File: src/rtl/voice_match_scorer_if.sv
// ---------------------------------------------------------------------------
// voice_match_scorer_if
//   Bundles the handshake and data signals between the RAM/dictionary read
//   sequencer (master) and voice_match_scorer (slave).
//   master drives : start, in_valid, ram_data, dir_data, score_ready
//   slave  drives : in_ready, score, score_valid, busy
//   ram_data / dir_data pack lane i into bits [8i+7:8i].
// ---------------------------------------------------------------------------
interface voice_match_scorer_if #(
  parameter int LANES = 4,
  parameter int WORDS = 256
);
  localparam int SW = $clog2(LANES * WORDS + 1);

  logic                 start;
  logic                 in_valid;
  logic                 in_ready;
  logic [8*LANES-1:0]   ram_data;
  logic [8*LANES-1:0]   dir_data;
  logic [SW-1:0]        score;
  logic                 score_valid;
  logic                 score_ready;
  logic                 busy;

  modport master (
    output start, in_valid, ram_data, dir_data, score_ready,
    input  in_ready, score, score_valid, busy
  );

  modport slave (
    input  start, in_valid, ram_data, dir_data, score_ready,
    output in_ready, score, score_valid, busy
  );
endinterface

File: src/rtl/voice_match_scorer.sv
// ---------------------------------------------------------------------------
// voice_match_scorer
//   Streams a frame of WORDS sample words against a dictionary template and
//   counts byte lanes whose absolute difference is <= THRESH. The frame score
//   is presented through a valid/ready handshake.
//
//   Ports:
//     clk  - system clock
//     rst  - asynchronous active-high reset
//     bus  - voice_match_scorer_if.slave (start, in_valid/in_ready,
//            ram_data, dir_data, score/score_valid/score_ready, busy)
//
//   Build option:
//     VOICE_SIGNED_SAMPLES_EN - when defined, lane bytes are signed
//     two's-complement samples; otherwise unsigned.
//
//   Pipeline: stage 1 registers per-lane match bits, stage 2 adds their
//   popcount into the accumulator. score_valid rises two edges after the
//   final beat is accepted.
// ---------------------------------------------------------------------------
module voice_match_scorer #(
  parameter int LANES  = 4,
  parameter int WORDS  = 256,
  parameter int THRESH = 15
) (
  input logic                 clk,
  input logic                 rst,
  voice_match_scorer_if.slave bus
);

  localparam int SW = $clog2(LANES * WORDS + 1);
  localparam int CW = (WORDS > 1) ? $clog2(WORDS) : 1;
  localparam int PW = $clog2(LANES + 1);

  localparam logic [1:0] S_IDLE  = 2'd0;
  localparam logic [1:0] S_RUN   = 2'd1;
  localparam logic [1:0] S_DRAIN = 2'd2;
  localparam logic [1:0] S_DONE  = 2'd3;

  logic [1:0]       state_q, state_d;
  logic [CW-1:0]    cnt_q, cnt_d;
  logic [LANES-1:0] match_q, match_d;
  logic             s1_valid_q, s1_valid_d;
  logic [SW-1:0]    acc_q, acc_d;

  logic             accept;
  logic [LANES-1:0] lane_match;
  logic [PW-1:0]    popcnt;

  assign accept = (state_q == S_RUN) && bus.in_valid;

  // Both builds subtract in 9 bits; only the extension bit differs. The
  // 9-bit result covers -255..255 exactly, so no modular wrap can occur.
  always_comb begin
    logic [8:0] a9, b9, diff9, abs9;
    lane_match = '0;
    for (int unsigned i = 0; i < LANES; i++) begin
`ifdef VOICE_SIGNED_SAMPLES_EN
      a9 = {bus.ram_data[8*i+7], bus.ram_data[8*i +: 8]};
      b9 = {bus.dir_data[8*i+7], bus.dir_data[8*i +: 8]};
`else
      a9 = {1'b0, bus.ram_data[8*i +: 8]};
      b9 = {1'b0, bus.dir_data[8*i +: 8]};
`endif
      diff9 = a9 - b9;
      abs9  = diff9[8] ? (~diff9 + 9'd1) : diff9;
      lane_match[i] = (abs9 <= 9'(THRESH));
    end
  end

  always_comb begin
    popcnt = '0;
    for (int unsigned i = 0; i < LANES; i++) begin
      popcnt = popcnt + PW'(match_q[i]);
    end
  end

  always_comb begin
    state_d    = state_q;
    cnt_d      = cnt_q;
    match_d    = match_q;
    s1_valid_d = 1'b0;
    acc_d      = acc_q;

    if (accept) begin
      match_d    = lane_match;
      s1_valid_d = 1'b1;
    end

    if (s1_valid_q) begin
      acc_d = acc_q + SW'(popcnt);
    end

    case (state_q)
      S_IDLE: begin
        if (bus.start) begin
          acc_d   = '0;
          cnt_d   = '0;
          state_d = S_RUN;
        end
      end
      S_RUN: begin
        if (accept) begin
          cnt_d = cnt_q + CW'(1);
          if (cnt_q == CW'(WORDS - 1)) begin
            state_d = S_DRAIN;
          end
        end
      end
      // The final beat sits in stage 1 on the first DRAIN cycle; once it has
      // been accumulated the stage-1 valid is low and the score is complete.
      S_DRAIN: begin
        if (!s1_valid_q) begin
          state_d = S_DONE;
        end
      end
      S_DONE: begin
        if (bus.score_ready) begin
          state_d = S_IDLE;
        end
      end
      default: state_d = S_IDLE;
    endcase
  end

  always_ff @(posedge clk or posedge rst) begin
    if (rst) begin
      state_q    <= S_IDLE;
      cnt_q      <= '0;
      match_q    <= '0;
      s1_valid_q <= 1'b0;
      acc_q      <= '0;
    end else begin
      state_q    <= state_d;
      cnt_q      <= cnt_d;
      match_q    <= match_d;
      s1_valid_q <= s1_valid_d;
      acc_q      <= acc_d;
    end
  end

  assign bus.in_ready    = (state_q == S_RUN);
  assign bus.score_valid = (state_q == S_DONE);
  assign bus.busy        = (state_q != S_IDLE);
  assign bus.score       = acc_q;

endmodule
File: src/flat_wrapper.sv
// flat-port wrapper written by rule: the top's interface ports become plain ports
module voice_match_scorer_flat 
#(
  parameter int LANES  = 4,
  parameter int WORDS  = 256,
  parameter int THRESH = 15
)
  (clk, rst, bus_start, bus_in_valid, bus_ram_data, bus_dir_data, bus_score_ready, bus_in_ready, bus_score, bus_score_valid, bus_busy);
  voice_match_scorer_if #(.LANES(LANES), .WORDS(WORDS)) bus_i ();
  input logic clk;
  input logic rst;
  input wire logic [$bits(bus_i.start)-1:0] bus_start;
  input wire logic [$bits(bus_i.in_valid)-1:0] bus_in_valid;
  input wire logic [$bits(bus_i.ram_data)-1:0] bus_ram_data;
  input wire logic [$bits(bus_i.dir_data)-1:0] bus_dir_data;
  input wire logic [$bits(bus_i.score_ready)-1:0] bus_score_ready;
  output wire logic [$bits(bus_i.in_ready)-1:0] bus_in_ready;
  output wire logic [$bits(bus_i.score)-1:0] bus_score;
  output wire logic [$bits(bus_i.score_valid)-1:0] bus_score_valid;
  output wire logic [$bits(bus_i.busy)-1:0] bus_busy;
  assign bus_i.start = bus_start;
  assign bus_i.in_valid = bus_in_valid;
  assign bus_i.ram_data = bus_ram_data;
  assign bus_i.dir_data = bus_dir_data;
  assign bus_i.score_ready = bus_score_ready;
  assign bus_in_ready = bus_i.in_ready;
  assign bus_score = bus_i.score;
  assign bus_score_valid = bus_i.score_valid;
  assign bus_busy = bus_i.busy;
  voice_match_scorer #(.LANES(LANES), .WORDS(WORDS), .THRESH(THRESH)) u_core (.clk(clk), .rst(rst), .bus(bus_i));
endmodule
File: config.mk
export PLATFORM = sky130hd
export DESIGN_NAME = voice_match_scorer_flat
export DESIGN_NICKNAME = d
export VERILOG_FILES = /design/src/rtl/voice_match_scorer_if.sv /design/src/rtl/voice_match_scorer.sv /design/src/flat_wrapper.sv
export SDC_FILE = /design/constraint.sdc
export NUM_CORES = 1
export LEC_CHECK = 0
export CORE_MARGIN = 2
export CORE_UTILIZATION = 35
export CTS_CLUSTER_DIAMETER = 120
export DETAILED_ROUTE_END_ITERATION = 6
export SYNTH_ARGS = -nofsm -noshare
export SYNTH_HDL_FRONTEND = slang
export SYNTH_SLANG_ARGS = --single-unit
File: constraint.sdc
create_clock -name clk -period 2.6 [get_ports clk]
set_clock_uncertainty 0.15 [all_clocks]
set_input_delay 0.52 -clock clk [delete_from_list [all_inputs] [get_ports clk]]
set_output_delay 0.52 -clock clk [all_outputs]
set_load 0.03 [all_outputs]
# Yosys cells after proc, flatten, opt, wreduce, memory -nomap -nowiden
# Index checks and enable logic that the tools add are counted.
totals:
  ff_bits: 26
  inputBits: 69
  out_inout_bits: 14
op_classes:
  mux: 17
  n_eq_ne: 9
  reduce_logical: 6
  addsub: 13
  magnitude_cmp: 4
  bitwise_logic: 4
ops:
  columns: ["operator", "n"]
  rows:
  - ["9-bit by 1-bit adder with 9-bit output (second input constant)", 4]
  - ["9-bit by 4-bit less-or-equal comparator with 1-bit output (second input constant)", 4]
  - ["9-bit 2-to-1 mux", 4]
  - ["9-bit NOT", 4]
  - ["8-bit by 8-bit subtractor with 9-bit output", 4]
  - ["11-bit 2-to-1 mux", 3]
  - ["8-bit 2-to-1 mux", 2]
  - ["8-bit one-hot mux with 2 select lines", 1]
  - ["11-bit by 3-bit adder with 11-bit output", 1]
  - ["2-bit 2-to-1 mux", 5]
  - ["8-bit by 1-bit adder with 8-bit output (second input constant)", 1]
  - ["8-bit == test (second input constant)", 1]
  - ["2-bit one-hot mux with 4 select lines", 1]
  - ["3-bit by 1-bit adder with 3-bit output", 2]
  - ["2-bit inequality test (second input constant)", 3]
  - ["5-bit AND reduction", 1]
  - ["2-bit == test (second input constant)", 2]
  - ["2-bit by 1-bit inequality test with 1-bit output (second input constant)", 2]
  - ["2-bit nonzero test", 2]
  - ["3-bit AND reduction", 1]
  - ["1-bit by 1-bit adder with 2-bit output", 1]
  - ["2-bit by 1-bit == test with 1-bit output (second input constant)", 1]
  - ["2-bit zero test", 1]
  - ["1-bit logical AND", 1]
  - ["1-bit 2-to-1 mux", 1]

# Depth between registers and ports, before layout
depth:
  ltp_word: 7
  mapped_depth: 13
  mapped_depth_nobuf: 13

# Least setup slack after synthesis
# Ideal clock, no wire load.
synth_timing:
  path_kind: "input to register"
  start: "input port bus_ram_data[24]"
  end: "register u_core.match_q[3]"
  arrival_time_ns: 2.596
  setup_slack_ns: -0.233
  setup_ns: 0.087
  stages: 11
  cell_sequence: "inv_1 ha_1 inv_1 fa_1 a211oi_1 o21bai_1 a21oi_1 xor2_1 or3_1 o311a_1 a211oi_2"
synth_via:
  elab_chain_cells: 5
synth_lines:
  columns: ["element", "line_no", "text"]
  rows:
  - ["start: declaration", "flat_wrapper.sv:14", "input wire logic [$bits(bus_i.ram_data)-1:0] bus_ram_data;"]
  - ["8-bit by 8-bit subtractor with 9-bit output (*)", "voice_match_scorer.sv:65", "diff9 = a9 - b9;"]
  - ["9-bit NOT", "voice_match_scorer.sv:66", "abs9 = diff9[8] ? (~diff9 + 9'd1) : diff9;"]
  - ["9-bit by 1-bit adder with 9-bit output", "voice_match_scorer.sv:66", null]
  - ["9-bit 2-to-1 mux (*)", "voice_match_scorer.sv:66", null]
  - ["9-bit by 4-bit less-or-equal comparator with 1-bit output (*)", "voice_match_scorer.sv:67", "lane_match[i] = (abs9 <= 9'(THRESH));"]
  - ["end signal: assignment", "voice_match_scorer.sv:136", "match_q <= match_d;"]
  - ["end: declaration", "voice_match_scorer.sv:42", "logic [LANES-1:0] match_q, match_d;"]
# Mark *: on every way between the ends. The rest lies on a longest branch, timed or not.
# A chain may end at the register's enable or synchronous reset.

# Final worst setup path
layout_timing:
  start: "input port bus_dir_data[24]"
  end: "register u_core.match_q[3]"
layout_via:
  elab_chain_cells: 5
layout_lines:
  columns: ["element", "line_no", "text"]
  rows:
  - ["start: declaration", "flat_wrapper.sv:15", "input wire logic [$bits(bus_i.dir_data)-1:0] bus_dir_data;"]
  - ["8-bit by 8-bit subtractor with 9-bit output (*)", "voice_match_scorer.sv:65", null]
  - ["9-bit NOT", "voice_match_scorer.sv:66", null]
  - ["9-bit by 1-bit adder with 9-bit output", "voice_match_scorer.sv:66", null]
  - ["9-bit 2-to-1 mux (*)", "voice_match_scorer.sv:66", null]
  - ["9-bit by 4-bit less-or-equal comparator with 1-bit output (*)", "voice_match_scorer.sv:67", null]
# Marks and branches as above.

==> results.cfg <==
[cts]
cts.sinks = 26
clk-insertion-delay-late_ps = 270
cts.path.max_buffers = 2
clk_pin_slew_ps = 90
cts_tree = yes
ctsHtreeMaxLevel = 1
numCtsBuffers = 3
root_buffer = clkbuf_8

[timing]
setup_viol_count_final = 4
finalSetupTns_ps = -132
drv_slew = 0
period_share_pct = 102
fmax_mhz = 376
slew_headroom_pct = 72.7
rsz0062_at_grt = true
hold_violations = 0
fin_crit_ps = 2660
tightest_slew_ps = 409
worst_slack_ps = -61.8

[layout]
nets = 654
area_delta_synth_final_pct = 65.4
nFillCells = 790
finish.instance_area_sq_um = 5070
multi_input_area_sq_um = 2640
regArea_sq_um = 651
antenna_cells = 0
layout-drive-gt1-share_pct = 31.1

[worst_setup_path]
r2r_start = u_core.match_q[0]
critical_path_required_ps = 2640
reg2reg_depth = 13
r2r_setup_slack_ps = -60
r2r_end = u_core.bus.score[8]
worstPathArrival_ps = 2710
setup.worst_path.class = input pin to flip-flop
crit_chain = clkdlybuf4s15_1 > ha_4 > inv_2 > fa_2 > buf_4 > a21o_1 > a21oi_2 > xor2_1 > or3_1 > o311a_1 > a211oi_2
cp_slowest_cell = fa_2
max_stage_delay_ps = 370
cp-start-kind = input pin
path_max_fanout = 3
cp-end-kind = flip-flop
crit_buf_inv = 3
path_delay_family = compound AO/OA/AOI/OAI gates

[status]
status = finished, violations left
violations = setup timing

[detailed_routing]
dr.first_iter.drc_count = 58
drcViolationCount = 0
routed_wirelength_um = 7660
via_per_inst = 4.78
ant_nets = 0
first_pass_iters = 6
avgRoutedWirePerCell_um = 12.0
dr_total_vias = 3055

[worst_hold_path]
min_to = u_core.bus.score[10]
worstHoldPathCells = 2
hp-class = flip-flop to flip-flop
holdCritStartpoint = u_core.bus.score[10]

[pwr]
powerDensity_nw_per_um2 = 499
p_switching_mw = 1.04
power.share.combinational_pct = 67.1
swShare_pct = 41.3
leakagePower_nw = 2.46
p_int_mw = 1.49
worst_ir_drop_vdd_uv = 232
seqPwrFrac_pct = 23.8
clockPowerShare_pct = 9.1

[floorplan]
io_pins = 83
floorplan.rows = 34
die-area_sq_um = 9530
core_sq_um = 8590
start_util_pct = 35.7
die_y_um = 97.6
die_x_um = 97.6

[place]
placed_cell_area_sq_um = 4460
gp_congestion = 0.796
hpwl_um = 5810
port_buffers = 82

[grt]
grt_first_pass_wirelength_um = 12400
grt.overflow.total = 0
antenna_found_initial = 0
track_usage_pct = 14.9
grt_max_degree = 27
grt_pass1_vias = 2983

[logic_synthesis]
yosysSeqAreaShare_pct = 21.2
yosysWarnings = 0
synth_ff_type = dfrtp_1
synth.net_count = 500
synth-edff-count = 0
postSynthCellCount = 379
avgSynthCellArea_sq_um = 8.09
yosysTopAreaCell = dfrtp_1
yosys.cell_types.count = 51
ys_async_sr_fraction_pct = 100
synth_area_sq_um = 3070
synth_top_area_share_pct = 21.2
ys_seq_elements = 26
synthTopCellsByArea = dfrtp_1 21%, ha_1 19%, inv_1 7.3%, xor2_1 4.9%, nor2_1 4.7%

[flow_run]
maxCapViolations = 0
[synthesized netlist by cell type (all sizes together), types with 2 or more instances]
| cell | instances |
|---|---|
| o211a | 2 |
| nand2b | 5 |
| nand2 | 20 |
| fa | 6 |
| o31ai | 3 |
| a31o | 3 |
| nand3 | 5 |
| and2 | 4 |
| clkbuf | 2 |
| xnor2 | 15 |
| o21a | 7 |
| a21oi | 25 |
| nand4 | 4 |
| a211o | 2 |
| or3b | 2 |
| inv | 60 |
| nor3 | 3 |
| and3 | 5 |
| nor2b | 10 |
| xor2 | 17 |
| o31a | 2 |
| o21ai | 22 |
| a31oi | 2 |
| o21bai | 4 |
| dfrtp | 26 |
| ha | 46 |
| a211oi | 8 |
| mux2i | 4 |
| a21o | 6 |
| nor2 | 38 |
| or3 | 3 |
[kinds of logic after synthesis]
family	synth area share [%]
fa+ha+maj	22.7
compound gates	21.2
mux	1.67
buf+inv	7.59
xor+xnor	9.14
flops	21.2
simple gates	16.5
[final cells by class]
type / count / area share, %
clock buffers: 3 / 0.814
inverters: 60 / 4.69
multi-input cells: 291 / 52.1
flip-flops and latches: 26 / 12.8
well taps: 108 / 2.66
repair buffers: 151 / 26.9
[worst reg2reg max path: stages (launching register included)]
cell      delay (ps)
dfrtp_1          430
ha_4             250
inv_2             50
fa_2             420
inv_2             80
ha_4             130
inv_2             40
fa_2             330
nor2b_1          110
o211ai_1         120
inv_2            110
and3_4           190
xnor2_2          100
nor2_1            50
[metrics by stage]
step	power (mW)	hold slack, ps	utilization (%)	cells	worst slack, ps
5_1_grt	2.77	433	59.0	639	-161
3_3_place_gp	1.99	361	51.9	621	-678
3_5_place_dp	2.02	358	51.9	621	-738
2_1_floorplan	1.47	305	-	379	-48.9
6_report	2.53	403	59.0	639	-61.8
4_1_cts	2.41	404	54.9	633	-157
[how the worst max path moves through the flow]
stage,start,to,cells after the start
2_1_floorplan,bus_ram_data[24],u_core.match_q[3],11
3_3_place_gp,bus_ram_data[24],u_core.match_q[3],12
3_5_place_dp,bus_ram_data[24],u_core.match_q[3],12
4_1_cts,u_core.match_q[1],u_core.bus.score[8],13
5_1_grt,bus_dir_data[24],u_core.match_q[3],11
6_report,bus_dir_data[24],u_core.match_q[3],11
[what timing repair did]
item / in CTS / in global routing
cloned: 0 / 0
hold buffers: 0 / 0
buffers inserted: 9 / 7
resized for setup: 55 / 71
pin swaps: 41 / 55
endpoints found under the setup margin: 11 / 12
[state kept, by name, indices dropped and copies added, names as in the netlist]
name	cells
u_core.s1_valid_q	1
u_core.match_q	4
u_core.bus.score	11
u_core.cnt_q	8
u_core.state_q	2
[placed cells by master (no fill, tap or decap), types with 3 or more instances in the layout]
cell	Yosys	final
and2_4	0	3
nand2_2	0	4
fa_2	0	6
ha_4	0	15
o21ai_1	0	6
xnor2_2	0	3
ha_1	46	29
nand2_1	20	16
o21a_1	7	7
xnor2_1	15	12
nor2_1	38	38
a211oi_2	1	6
dlymetal6s2s_1	0	14
clkbuf_8	0	3
and3_1	5	4
mux2i_1	4	4
nand4_1	4	4
dfrtp_1	26	26
dlygate4sd2_1	0	4
o21bai_1	4	4
o21ai_0	22	14
nand2b_1	5	5
xor2_1	17	15
a21o_1	6	6
a21oi_2	0	7
nor2b_1	10	8
buf_4	0	67
nand3_1	5	3
a21oi_1	25	18
inv_2	0	18
clkdlybuf4s50_1	0	60
inv_1	60	41
or3_1	3	3
[power by group through the flow]
stage / combinational, mW / clock [mW] / sequential (mW)
floorplan: 0.852 / 0 / 0.620
global placement: 1.40 / 0 / 0.596
detailed placement: 1.42 / 0 / 0.600
CTS: 1.58 / 0.237 / 0.598
global route: 1.89 / 0.260 / 0.623
finish: 1.70 / 0.231 / 0.601
[routing by layer]
layer  routed length, um  vias to the layer above  track usage (%)
li1                    -                     1603                -
met4                  65                        0             2.24
met1                3620                     1386             18.9
met5                   0                        -                0
met2                3730                       58             27.7
met3                 237                        8             1.65
(Power assumes the default switching activity.)
